$ cat config.mk
export PLATFORM = sky130hd
export DESIGN_NAME = lsq_mc
export DESIGN_NICKNAME = d
export VERILOG_FILES = /design/src/rtl/lsq_mc.sv
export SDC_FILE = /design/constraint.sdc
export NUM_CORES = 1
export LEC_CHECK = 0
export BUFFER_PORTS_ARGS = -buffer_cell sky130_fd_sc_hd__buf_2
export CAP_MARGIN = 20
export CORE_ASPECT_RATIO = 1.25
export CORE_MARGIN = 1
export CORE_UTILIZATION = 45
export CTS_CLUSTER_SIZE = 12
export DETAILED_ROUTE_END_ITERATION = 6
export GPL_TIMING_DRIVEN = 0
export PLACE_DENSITY = 0.71
export SLEW_MARGIN = 20
export SYNTH_ARGS = -nofsm -noshare
export SYNTH_HDL_FRONTEND = slang
export SYNTH_SLANG_ARGS = --single-unit
$ cat constraint.sdc
create_clock -name clk -period 22.5 [get_ports clk]
set_input_delay 4.5 -clock clk [delete_from_list [all_inputs] [get_ports clk]]
set_output_delay 4.5 -clock clk [all_outputs]
set_load 0.05 [all_outputs]
$ cat src/rtl/lsq_mc.sv
// lsq_mc: multi-channel request queue serialised onto a memory bus, with response/interrupt decode
module lsq_mc #(
  parameter int WIDTH = 128,
  parameter int BUS_W = 64,
  parameter int NCH   = 2,
  parameter int DEPTH = 8,
  parameter int PRIO  = 0
) (
  input  logic                         clk,
  input  logic                         rst,
  input  logic [NCH*WIDTH-1:0]         i_req_data,
  input  logic [NCH-1:0]               i_req_vld,
  output logic [NCH-1:0]               o_req_rd,
  output logic [BUS_W-1:0]             o_bus,
  output logic                         o_bus_vld,
  input  logic                         i_bus_gnt,
  input  logic [BUS_W-1:0]             i_bus,
  output logic [NCH-1:0]               o_rsp_vld,
  output logic [14:0]                  o_rsp_addr,
  output logic [31:0]                  o_rsp_data,
  output logic                         o_interrupt,
  output logic [31:0]                  o_interrupt_vec,
  input  logic                         i_int_ack,
  output logic                         o_lsq_full,
  output logic [$clog2(DEPTH+1)-1:0]   o_lsq_count
);
  localparam int NB = WIDTH / BUS_W;
  localparam int AW = $clog2(DEPTH);
  localparam int BW = NB > 1 ? $clog2(NB) : 1;
  localparam int PW = NCH > 1 ? $clog2(NCH) : 1;
  localparam int CW = $clog2(DEPTH + 1);
  logic [WIDTH-1:0] mem [DEPTH];
  logic [AW-1:0] wr_ptr, rd_ptr;
  logic [BW-1:0] beat;
  logic [PW-1:0] rr, win, idx;
  logic any, acc, pop, last, rv, ri, unused_bits;
  logic [2:0] dst;
  // Round-robin takes the first hit from rr; fixed priority lets later (higher) hits overwrite.
  always_comb begin
    win = '0;
    idx = '0;
    any = 1'b0;
    for (int k = 0; k < NCH; k++) begin
      idx = PW'(PRIO != 0 ? k : (int'(rr) + k) % NCH);
      if (i_req_vld[idx] && (PRIO != 0 || !any)) begin
        win = idx;
        any = 1'b1;
      end
    end
  end
  assign acc = rst && any && !o_lsq_full;
  assign o_req_rd = acc ? (NCH'(1) << win) : '0;
  assign last = beat == BW'(NB - 1);
  assign o_bus_vld = o_lsq_count != '0;
  assign pop = o_bus_vld && i_bus_gnt && last;
  assign o_lsq_full = o_lsq_count == CW'(DEPTH);
  assign o_bus = BUS_W'(mem[rd_ptr] >> (int'(beat) * BUS_W));
  assign rv = i_bus[59];
  assign ri = i_bus[63];
  assign dst = i_bus[58:56];
  assign unused_bits = ^{i_bus[62:60], i_bus[55:47], i_bus >> 64};
  always_ff @(posedge clk)
    if (acc) mem[wr_ptr] <= WIDTH'(i_req_data >> (int'(win) * WIDTH));
  always_ff @(posedge clk) begin
    if (!rst) begin
      wr_ptr <= '0;
      rd_ptr <= '0;
      beat <= '0;
      rr <= '0;
      o_lsq_count <= '0;
    end else begin
      if (acc) begin
        wr_ptr <= wr_ptr + 1'b1;
        rr <= int'(win) == NCH - 1 ? '0 : win + 1'b1;
      end
      if (o_bus_vld && i_bus_gnt) beat <= last ? '0 : beat + 1'b1;
      if (pop) rd_ptr <= rd_ptr + 1'b1;
      o_lsq_count <= o_lsq_count + CW'(acc) - CW'(pop);
    end
  end
  // Ack and a new interrupt in the same cycle re-arms with the new vector.
  always_ff @(posedge clk) begin
    if (!rst) begin
      o_rsp_vld <= '0;
      o_rsp_addr <= '0;
      o_rsp_data <= '0;
      o_interrupt <= 1'b0;
      o_interrupt_vec <= '0;
    end else begin
      o_rsp_vld <= '0;
      if (rv && !ri && int'(dst) < NCH) begin
        o_rsp_vld <= NCH'(1) << dst;
        o_rsp_addr <= i_bus[46:32];
        o_rsp_data <= i_bus[31:0];
      end
      if (rv && ri && (!o_interrupt || i_int_ack)) begin
        o_interrupt <= 1'b1;
        o_interrupt_vec <= i_bus[31:0];
      end else if (i_int_ack) o_interrupt <= 1'b0;
    end
  end
endmodule

==> results.cfg <==
[sta]
hold_viol = 0
setup_viol = 0
rsz0062_at_grt = no
slew_headroom = 0.2766
fin_skew_ps = 16.35
fin_setup_tns_ps = 0
clock.fmax_ghz = 0.09108
maxSlewViolCount = 0
layout_setup_ws_ps = 11520
final.period_utilization = 0.4880
min_period_ps = 10980
max_slew.worst_pin.slew_ps = 1085

[clocking]
cts_made_buffers = 108
post_cts_buffers = 0
cts_resized = 0
cts_root_buf = clkbuf_16
htreeDepth = 3
numClockSinks = 1121
clkTransAtPathRegs_ps = 60
insertion_delay_ps = 670
cts_tree = built
cts-hold-fix-buffers = 0
cts_buffer_depth = 3

[layout]
fin_nets = 3180
syn_to_final_growth_pct = 19.48
ff_latch_area_sq_um = 32690
layout-drive-gt1-share = 0.4008
final_core_util = 0.5450
multi_input_area_sq_um = 9947
num-fill-cells = 7302

[setup_path]
cp-start-kind = input port
worstPathRequired_ps = 18000
worst-path-max-fanout = 10
critical_path_class = in2out
crit_arrival_ps = 6480
end_kind = primary output

[routing]
wl_mm = 117.5
drcViolationCount = 0
vias_per_cell = 5.704
vias = 23840
postRouteAntennaNets = 0
drt_first_pass_iters = 5
drt_iter0_markers = 2037
wl_per_cell_microns = 28.12

[global_route]
grt_overflow = 0
grtUsageTotal = 0.2428
first_global_vias = 25410
grt_start_max_net_pins = 23
grt_pass1_wl_mm = 169.2
antenna_found_initial = 6

[die]
die_h_microns = 348.5
fp.dieArea_sq_um = 97290
start_util = 0.4561
core_area_sq_um = 94750
rows = 126
die_x_microns = 279.2
io_pins = 480

[synth]
synth-edff-count = 1024
synth_top_cell_by_area = edfxtp_1
yosys_register_bits = 1121
synth_compound_area_frac = 0.03263
async_reset_ff_frac = 0
synth_xor_area_frac = 0.001419
syn-num-nets = 2476
synthTopCellsByCount = edfxtp_1, mux4_2, nand2_1, a22oi_1, mux2_2
synth_cell_type_count = 35
yosys-mux-area-fraction = 0.1672
synth_seq_area_share = 0.7564
synthSimpleGateAreaFrac = 0.02507
synthMostInstantiatedCell = edfxtp_1
yosys_warnings = 0
synthAdderAreaFrac = 0.002490
postSynthCellCount = 2142
synth.area.top_cells = edfxtp_1, mux4_2, dfxtp_1
syn_avg_cell_area_sq_um = 20.18
synthesis.area_sq_um = 43220
synth_top_area_frac = 0.7115
synth_top_family_by_area = multiplexers
synth_flop_cell = edfxtp_1

[outcome]
status = finished, final reports clean

[pwr]
power_density_nw_per_um2 = 101.7
ir_worst_vdd_v = 0.00007425
leakage_nw = 17.38

[placement]
dp_hpwl_mm = 80.32
place_congestion = 0.8776
io_buffers = 467
dp_slack_ps = 11550

[run]
maxCapViolCount = 0

[worst_hold_path]
hp-class = reg2reg
-- placed cells by master, fill, tap and decap left out, drive strengths merged, types with 2 or more instances in the layout --
cell type | Yosys | routed
inv | 8 | 8
nand2 | 231 | 231
and2 | 3 | 3
mux2 | 128 | 128
a22oi | 128 | 128
nor2b | 3 | 3
or3b | 2 | 2
clkbuf | 57 | 202
nor3 | 6 | 6
nor2 | 15 | 15
a21oi | 82 | 82
and3 | 2 | 2
xnor2 | 5 | 5
mux4 | 256 | 256
dfxtp | 97 | 97
mux2i | 2 | 2
nand2b | 3 | 3
clkinv | 0 | 12
edfxtp | 1024 | 1024
buf | 69 | 663
nand3 | 2 | 2
ha | 7 | 7
diode | 0 | 2
xor2 | 2 | 2
bufinv | 0 | 4
-- where the power goes --
| part | total (mW) | internal (mW) | switching (mW) | leakage, nW |
|---|---|---|---|---|
| registers | 2.46 | 2.43 | 0.0319 | 10.1 |
| clock network | 1.67 | 0.948 | 0.726 | 1.52 |
| logic | 1.12 | 0.349 | 0.769 | 5.81 |
-- kinds of logic (layout without fill, tap and decap cells) --
kind of cell / after synthesis / count (layout)
flops: 1121 / 1121
compound gates: 215 / 215
buf+inv: 134 / 889
simple gates: 271 / 271
fa+ha+maj: 8 / 8
mux: 386 / 386
xor+xnor: 7 / 7
other cells: 0 / 2
-- state kept, by name, indices dropped and copies added (netlist names), named ones only --
signal / cells
beat: 1
o_interrupt: 1
rd_ptr: 3
o_rsp_vld: 2
o_lsq_count: 4
o_interrupt_vec: 32
o_rsp_data: 32
wr_ptr: 3
mem: 1024
o_rsp_addr: 15
rr: 1
-- final cells by class --
class,count,share of cell area
buffer,126,0.01175
timing repair buffer,594,0.07025
clock inverter,16,0.003247
clock buffer,145,0.05728
tap,1280,0.03102
antenna,2,0.00009693
sequential,1121,0.6331
inverter,8,0.0005816
multi-input combinational,887,0.1926
-- worst paths after layout --
kind                            slack [ps]  cells past startpoint             endpoint                 from
worst min register to register         450                      2  o_interrupt_vec[19]  o_interrupt_vec[19]
worst min-delay path                   450                      2  o_interrupt_vec[19]  o_interrupt_vec[19]
worst max-delay path                 11520                      7          o_req_rd[0]         i_req_vld[0]
worst max register to register       18870                     12           mem[0][74]       o_lsq_count[2]
-- worst max-delay path, cell delays in order --
cell,delay [ps]
buf_2,110
inv_1,40
o21ai_1,270
clkbuf_1,320
buf_2,720
and2_1,230
buf_2,270
-- metrics by stage --
step                      std cells  hold slack, ps  cell area (sq um)  power, mW
after global routing           4177           471.9              51630      5.406
after CTS                      4177           455.9              51630      5.280
after detailed placement       4016           446.3              48500      3.625
final                          4179           452.2              51630      5.250
after floorplan                2142           449.0              43220      3.256
after global placement         3889           441.6              47160      3.644
-- metal layers --
| metal | global-route usage | vias up | wire length, microns |
|---|---|---|---|
| met5 | 0 | - | 50 |
| met3 | 0.05576 | 187 | 10100 |
| li1 | - | 10110 | - |
| met4 | 0.09475 | 8 | 4209 |
| met1 | 0.3001 | 12330 | 43530 |
| met2 | 0.4142 | 1197 | 59640 |
(Power assumes the default switching activity.)
